`src/rtl/clock_edge_receiver.sv`:
```
// Receives a divided or asynchronous slow clock and turns it into rise/fall enables, an edge count and a lock monitor.
// Optional define GLITCH_FILTER_EN adds a two-sample agreement filter after the synchroniser.
module clock_edge_receiver #(
  parameter int SYNC_STAGES    = 2,
  parameter int TIMEOUT_CYCLES = 1024,
  parameter int COUNT_WIDTH    = 16
) (
  input  logic                   input_clock,
  input  logic                   reset,
  input  logic                   slow_clock,
  input  logic                   tick_clear,
  output logic                   rise_pulse,
  output logic                   fall_pulse,
  output logic [COUNT_WIDTH-1:0] tick_count,
  output logic                   clock_alive,
  output logic                   timeout_pulse
);

  localparam int WD_W = $clog2(TIMEOUT_CYCLES);
  localparam logic [WD_W-1:0] WD_MAX = WD_W'(TIMEOUT_CYCLES - 1);

  typedef enum logic [1:0] {IDLE = 2'd0, LOCKED = 2'd1, LOST = 2'd2} state_t;

  logic [SYNC_STAGES-1:0] sync_q;
  logic                   level_s;
  logic                   prev_q;
  logic                   rise_s;
  logic                   fall_s;
  logic                   edge_s;
  logic                   rise_pulse_q;
  logic                   fall_pulse_q;
  logic [COUNT_WIDTH-1:0] tick_q;
  logic [COUNT_WIDTH-1:0] tick_d;
  logic [WD_W-1:0]        wd_q;
  logic [WD_W-1:0]        wd_d;
  state_t                 state_q;
  logic                   alive_q;
  logic                   timeout_q;

  // Synchroniser chain; sync_q[0] is the first stage.
  always_ff @(posedge input_clock or negedge reset) begin
    if (!reset) begin
      sync_q <= '0;
    end else begin
      sync_q <= {sync_q[SYNC_STAGES-2:0], slow_clock};
    end
  end

`ifdef GLITCH_FILTER_EN
  logic filt_q;

  // Accept a new level only when the last two synchroniser stages agree on it.
  always_ff @(posedge input_clock or negedge reset) begin
    if (!reset) begin
      filt_q <= 1'b0;
    end else if (sync_q[SYNC_STAGES-1] == sync_q[SYNC_STAGES-2]) begin
      filt_q <= sync_q[SYNC_STAGES-1];
    end
  end

  assign level_s = filt_q;
`else
  assign level_s = sync_q[SYNC_STAGES-1];
`endif

  assign rise_s = level_s & ~prev_q;
  assign fall_s = ~level_s & prev_q;
  assign edge_s = rise_s | fall_s;

  // Next-state for the tick counter and the saturating watchdog.
  always_comb begin
    tick_d = tick_q;
    wd_d   = wd_q;
    if (tick_clear) begin
      tick_d = COUNT_WIDTH'(rise_pulse_q);
    end else begin
      tick_d = tick_q + COUNT_WIDTH'(rise_pulse_q);
    end
    if (edge_s) begin
      wd_d = {WD_W{1'b0}};
    end else if (wd_q == WD_MAX) begin
      wd_d = wd_q;
    end else begin
      wd_d = wd_q + {{(WD_W-1){1'b0}}, 1'b1};
    end
  end

  // Edge detector, registered pulses and counters.
  always_ff @(posedge input_clock or negedge reset) begin
    if (!reset) begin
      prev_q       <= 1'b0;
      rise_pulse_q <= 1'b0;
      fall_pulse_q <= 1'b0;
      tick_q       <= '0;
      wd_q         <= '0;
    end else begin
      prev_q       <= level_s;
      rise_pulse_q <= rise_s;
      fall_pulse_q <= fall_s;
      tick_q       <= tick_d;
      wd_q         <= wd_d;
    end
  end

  // Lock monitor; an edge in the expiry cycle keeps the lock.
  always_ff @(posedge input_clock or negedge reset) begin
    if (!reset) begin
      state_q   <= IDLE;
      alive_q   <= 1'b0;
      timeout_q <= 1'b0;
    end else begin
      timeout_q <= 1'b0;
      case (state_q)
        IDLE, LOST: begin
          if (rise_s) begin
            state_q <= LOCKED;
            alive_q <= 1'b1;
          end
        end
        LOCKED: begin
          if (!edge_s && (wd_q == WD_MAX)) begin
            state_q   <= LOST;
            alive_q   <= 1'b0;
            timeout_q <= 1'b1;
          end
        end
        default: begin
          state_q <= IDLE;
          alive_q <= 1'b0;
        end
      endcase
    end
  end

  assign rise_pulse    = rise_pulse_q;
  assign fall_pulse    = fall_pulse_q;
  assign tick_count    = tick_q;
  assign clock_alive   = alive_q;
  assign timeout_pulse = timeout_q;

endmodule

```
`config.mk`:
```
export PLATFORM = sky130hd
export DESIGN_NAME = clock_edge_receiver
export DESIGN_NICKNAME = d
export VERILOG_FILES = /design/src/rtl/clock_edge_receiver.sv
export SDC_FILE = /design/constraint.sdc
export NUM_CORES = 1
export LEC_CHECK = 0
export ABC_AREA = 1
export CELL_PAD_IN_SITES_DETAIL_PLACEMENT = 0
export CELL_PAD_IN_SITES_GLOBAL_PLACEMENT = 1
export CORE_UTILIZATION = 43
export DETAILED_ROUTE_END_ITERATION = 8
export PLACE_DENSITY = 0.88
export SYNTH_ARGS = -nofsm -noshare
export SYNTH_HDL_FRONTEND = slang
export SYNTH_SLANG_ARGS = --single-unit
```
`constraint.sdc`:
```
create_clock -name input_clock -period 3.3 [get_ports input_clock]
set_clock_uncertainty 0.05 [all_clocks]
set_input_delay 0.66 -clock input_clock [delete_from_list [all_inputs] [get_ports input_clock]]
set_output_delay 0.66 -clock input_clock [all_outputs]
set_load 0.05 [all_outputs]
```
* Word level (Yosys, flattened, before mapping)
Cells that the tools add are included.
** Storage, ports and cells
- Word-level logic and storage cells :: 38
- Input port bits :: 4
- Register bits :: 35
- Output and inout port bits :: 20
** Operators by class
- Reduce and logical (&&, ||, !) cells :: 5
- Bitwise logic cells :: 5
- Add/subtract/negate cells :: 2
- Multiplexer cells :: 11
- Equal/unequal tests :: 6
** Operator list (count)
- $mux W10 :: 2
- $add A16 B1 Y16 :: 1
- $mux W16 :: 1
- $add A10 B1 Y10 const B :: 1
- $eq A10 B10 Y1 const B :: 1
- $ne A2 B2 Y1 const B :: 3
- $mux W1 :: 4
- $mux W2 :: 2
- $pmux W2 S2 :: 1
- $and A1 B1 Y1 :: 2
- $eq A2 B1 Y1 const B :: 1
- $eq A2 B2 Y1 const B :: 1
- $logic_not A2 Y1 :: 1
- $not A1 Y1 :: 2
- $pmux W1 S2 :: 1
- $reduce_and A2 Y1 :: 1
- $reduce_or A2 Y1 :: 1
- $logic_and A1 B1 Y1 :: 1
- $logic_not A1 Y1 :: 1
- $or A1 B1 Y1 :: 1

* Longest topological paths before layout
- Word-level depth :: 7
- Depth in mapped cells :: 9
- Depth with buffers taken out :: 8

* Worst setup path before layout
OpenSTA, ideal clock, no wires.
- Kind :: input to register
- Start point :: input rise_pulse
- End point :: register tick_q[15], in the netlist tick_count[15]
- Stages :: 9
- Setup time :: 120 ps
- Buffers on the path :: 0
- Slack :: 1641 ps
- Required time :: 3130 ps
- Arrival :: 1489 ps
- Cell sequence :: dfrtp_1 > ha_1 > nand2_1 > nor2_1 > nand2_1 > nor2_1 > nand2_1 > nand2_1 > nor2_1
** Between the ends
- Cells in the longest elaborated chain, start to end :: 2
** Ends and longest elaborated chain
- from (decl) :: line 12 : output logic rise_pulse,
- $add A16 B1 Y16 :: line 77 : tick_d = tick_q + COUNT_WIDTH'(rise_pulse_q);
- $mux W16 :: line 74 : if (tick_clear) begin
- named net tick_d[15] :: line 33 : logic [COUNT_WIDTH-1:0] tick_d;
- to (signal assigned) :: line 100 : tick_q <= tick_d;
- to (decl) :: line 32 : logic [COUNT_WIDTH-1:0] tick_q;
The timed path passes the listed nets, and every way through them passes these cells.
A chain may end at the register's enable or synchronous reset.

* Worst setup path in the final report
- Start point :: input tick_count[12]
- End point :: output tick_count[12]
** RTL lines
- from (decl) :: line 14 : output logic [COUNT_WIDTH-1:0] tick_count,
No word-level cell between the ends.

==> results_dict.tcl <==
set metrics [dict create \
    status "finished, final reports clean" \
    setup-violations-final 0 \
    drt-pass1-iter-count 4 \
    grt_usage_pct 18.3 \
    antenna_found_initial 0 \
    crit_type "reg -> out" \
    crit_chain "clkdlybuf4s50_1" \
    rsz0062_at_grt "no" \
    syn_area_per_cell_um2 8.02 \
    grt_start_max_net_pins 35 \
    ys_seq_area_share_pct 49.1 \
    grt_pass1_vias 1371 \
    core_mm2 0.00377 \
    powerDensity_mw_per_mm2 388 \
    cts.sink_count 34 \
    insertion_delay_ns 0.28 \
    cts_root_buf "clkbuf_8" \
    drt_iter0_drc 97 \
    path_buf_inv 1 \
    die_w_um 65.5 \
    hold_viol_final 0 \
    place_ws_ns 1.30 \
    cts_resized 0 \
    max_freq_mhz 442 \
    crit_slowest_cell "clkdlybuf4s50_1" \
    synth_nets 225 \
    final-seq-area_um2 851 \
    num_vias 1418 \
    synthCells 216 \
    drc 0 \
    hold_start "sync_q[0]$_DFF_PN0_" \
    initial_core_util_pct 46.0 \
    grt_pass1_wl_mm 5.84 \
    hold_end "sync_q[1]$_DFF_PN0_" \
    maxCapViolCount 0 \
    clock_path_buffers 2 \
    final.setup.tns_ns 0 \
    period_minus_slack_ns 2.26 \
    via_per_inst 4.84 \
    ys_types 26 \
    n_fill_cell 370 \
    r2r_start "sync_q[1]$_DFF_PN0_" \
    final_common_cell "nand2_1" \
    die_y_um 65.5 \
    mostFrequentLayoutCells "nand2_1 (62), nor2_1 (35), dfrtp_1 (34), clkdlybuf4s50_1 (23), inv_1 (20)" \
    h-tree-depth 2 \
    gp_congestion 0.780 \
    clk_pin_slew_ns 0.07 \
    dieArea_mm2 0.00429 \
    cp_data_required_time_ns 2.59 \
    tightest_slew_ns 0.498 \
    nets 253 \
    r2r_slack_ns 1.72 \
    p_leak_nw 0.962 \
    cts_inserted_buffers 5 \
    area_delta_synth_final_pct 21.2 \
    num_rows 22 \
    setup_ws_ns 1.04 \
    cts_tree "built" \
    ioPinCount 24 \
    min_period_over_period_pct 68.5 \
    ys_ff_latch 34 \
    multi_input_area_um2 783 \
    synth_warnings 0 \
    crit_path_start_kind "flip-flop" \
    endpoint_kind "output port" \
    routedWlPerCell_um 11.2 \
    whs_ns 0.303 \
    worstPathMaxFanout 6 \
    r2r-end "wd_q[0]$_DFFE_PN0P_" \
    cts_hold_buf 0 \
    grt.overflow.total 0 \
    drive_above_1_share_pct 9.39 \
    crit_family "buffers and inverters" \
    portBuffers 23 \
    max_slew_margin_pct 66.7 \
    crit_arrival_ns 1.55 \
    r2r_cells 4 \
    whs_path_depth 0 \
    syn-cell-area_mm2 0.00173 \
    synth_top_cell_by_area "dfrtp_1" \
    wirelength_mm 3.29 \
    synth.top_cells.by_area "dfrtp_1 (49%), nand2_1 (13%), nor2_1 (7.6%)" \
    hold_path_class "reg -> reg" \
    postRouteAntennaNets 0 \
    synth_top_area_share_pct 49.1 \
    post_cts_buffers 0 \
    diodes 0 \
    max_stage_delay_ns 0.83 \
    maxSlewViolCount 0 \
    dp_hpwl_mm 2.47 \
    ir_worst_vdd_mv 0.269 \
]
-- worst max-delay path by stage --
stage | start | to | slack (ns) | depth (start not counted)
final | tick_count[12]$_DFF_PN0_ | tick_count[12] | 1.04 | 1
after global routing | tick_count[12]$_DFF_PN0_ | tick_count[12] | 0.99 | 1
after CTS | tick_count[12]$_DFF_PN0_ | tick_count[12] | 1.02 | 1
after detailed placement | tick_clear | tick_count[5]$_DFF_PN0_ | 1.30 | 4
after global placement | tick_count[11]$_DFF_PN0_ | tick_count[11] | 1.36 | 1
after floorplan | rise_pulse$_DFF_PN0_ | tick_count[15]$_DFF_PN0_ | 1.64 | 8
-- through the flow --
stage          std cells  instance area [µm²]  total power (W)  util (%)
2_1_floorplan        216                 1730         0.000493         -
3_3_place_gp         285                 2010         0.000521      53.3
3_5_place_dp         285                 2010         0.000523      53.3
4_1_cts              293                 2100         0.000833      55.7
5_1_grt              293                 2100         0.000856      55.7
6_report             293                 2100         0.000815      55.7
-- sequential cells by signal, summed over array words and instances (netlist names) --
register and cells:
prev_q 1, sync_q 2, timeout_pulse 1, fall_pulse 1
wd_q 10, tick_count 16, state_q 1, rise_pulse 1
clock_alive 1
-- cell usage after synthesis --
library cell / instances
nor2_1: 35
nand4_1: 5
nand2_2: 3
clkbuf_1: 1
a21o_1: 1
buf_2: 1
buf_6: 1
a21boi_0: 1
nor2_4: 3
o21bai_1: 2
o21ai_0: 7
o21ai_1: 1
dfrtp_1: 34
or2_2: 3
o21ai_2: 1
nor3_1: 2
ha_1: 5
inv_1: 20
xor2_1: 2
inv_2: 1
nand3_2: 1
a21oi_1: 5
nand3_1: 17
a21oi_4: 1
nand2_4: 1
nand2_1: 62
-- metal layers --
metal	up-vias	share of wire, %	GRT usage (%)
met2	28	50	31.2
met1	642	44	21.0
met3	8	3.2	4.34
li1	740	-	-
met5	-	0	0
met4	0	2.1	9.78
-- power by group --
group	internal (W)	total (W)	switching, W
logic	0.0000246	0.0000738	0.0000492
clock network	0.000148	0.000302	0.000154
registers	0.000429	0.000439	0.0000104
-- area by class of cell --
class | instances | area share (%)
sequential | 34 | 40.5
timing repair buffer | 24 | 11.3
clock inverter | 3 | 1.01
clock buffer | 5 | 3.28
tap | 48 | 2.86
multi-input combinational | 158 | 37.3
inverter | 21 | 3.75
-- cell families (layout without fill, tap and decap cells) --
kind of cell / Yosys count / in the layout / share of synthesized area, %
adders and majority gates: 5 / 5 / 3.61
xor gates and xnor gates: 2 / 2 / 1.01
DFF: 34 / 34 / 49.1
buffers and inverters: 24 / 53 / 5.70
and+or+nand+nor: 132 / 132 / 33.6
AOI/OAI and AO/OA: 19 / 19 / 6.93
-- worst reg2reg max path, cell delays in order, from the launching register on --
cell     delay, ns
dfrtp_1       0.38
inv_1         0.06
ha_1          0.53
nand2_2       0.28
o21ai_0       0.21
Note: power is estimated with default switching activity, not from simulation.
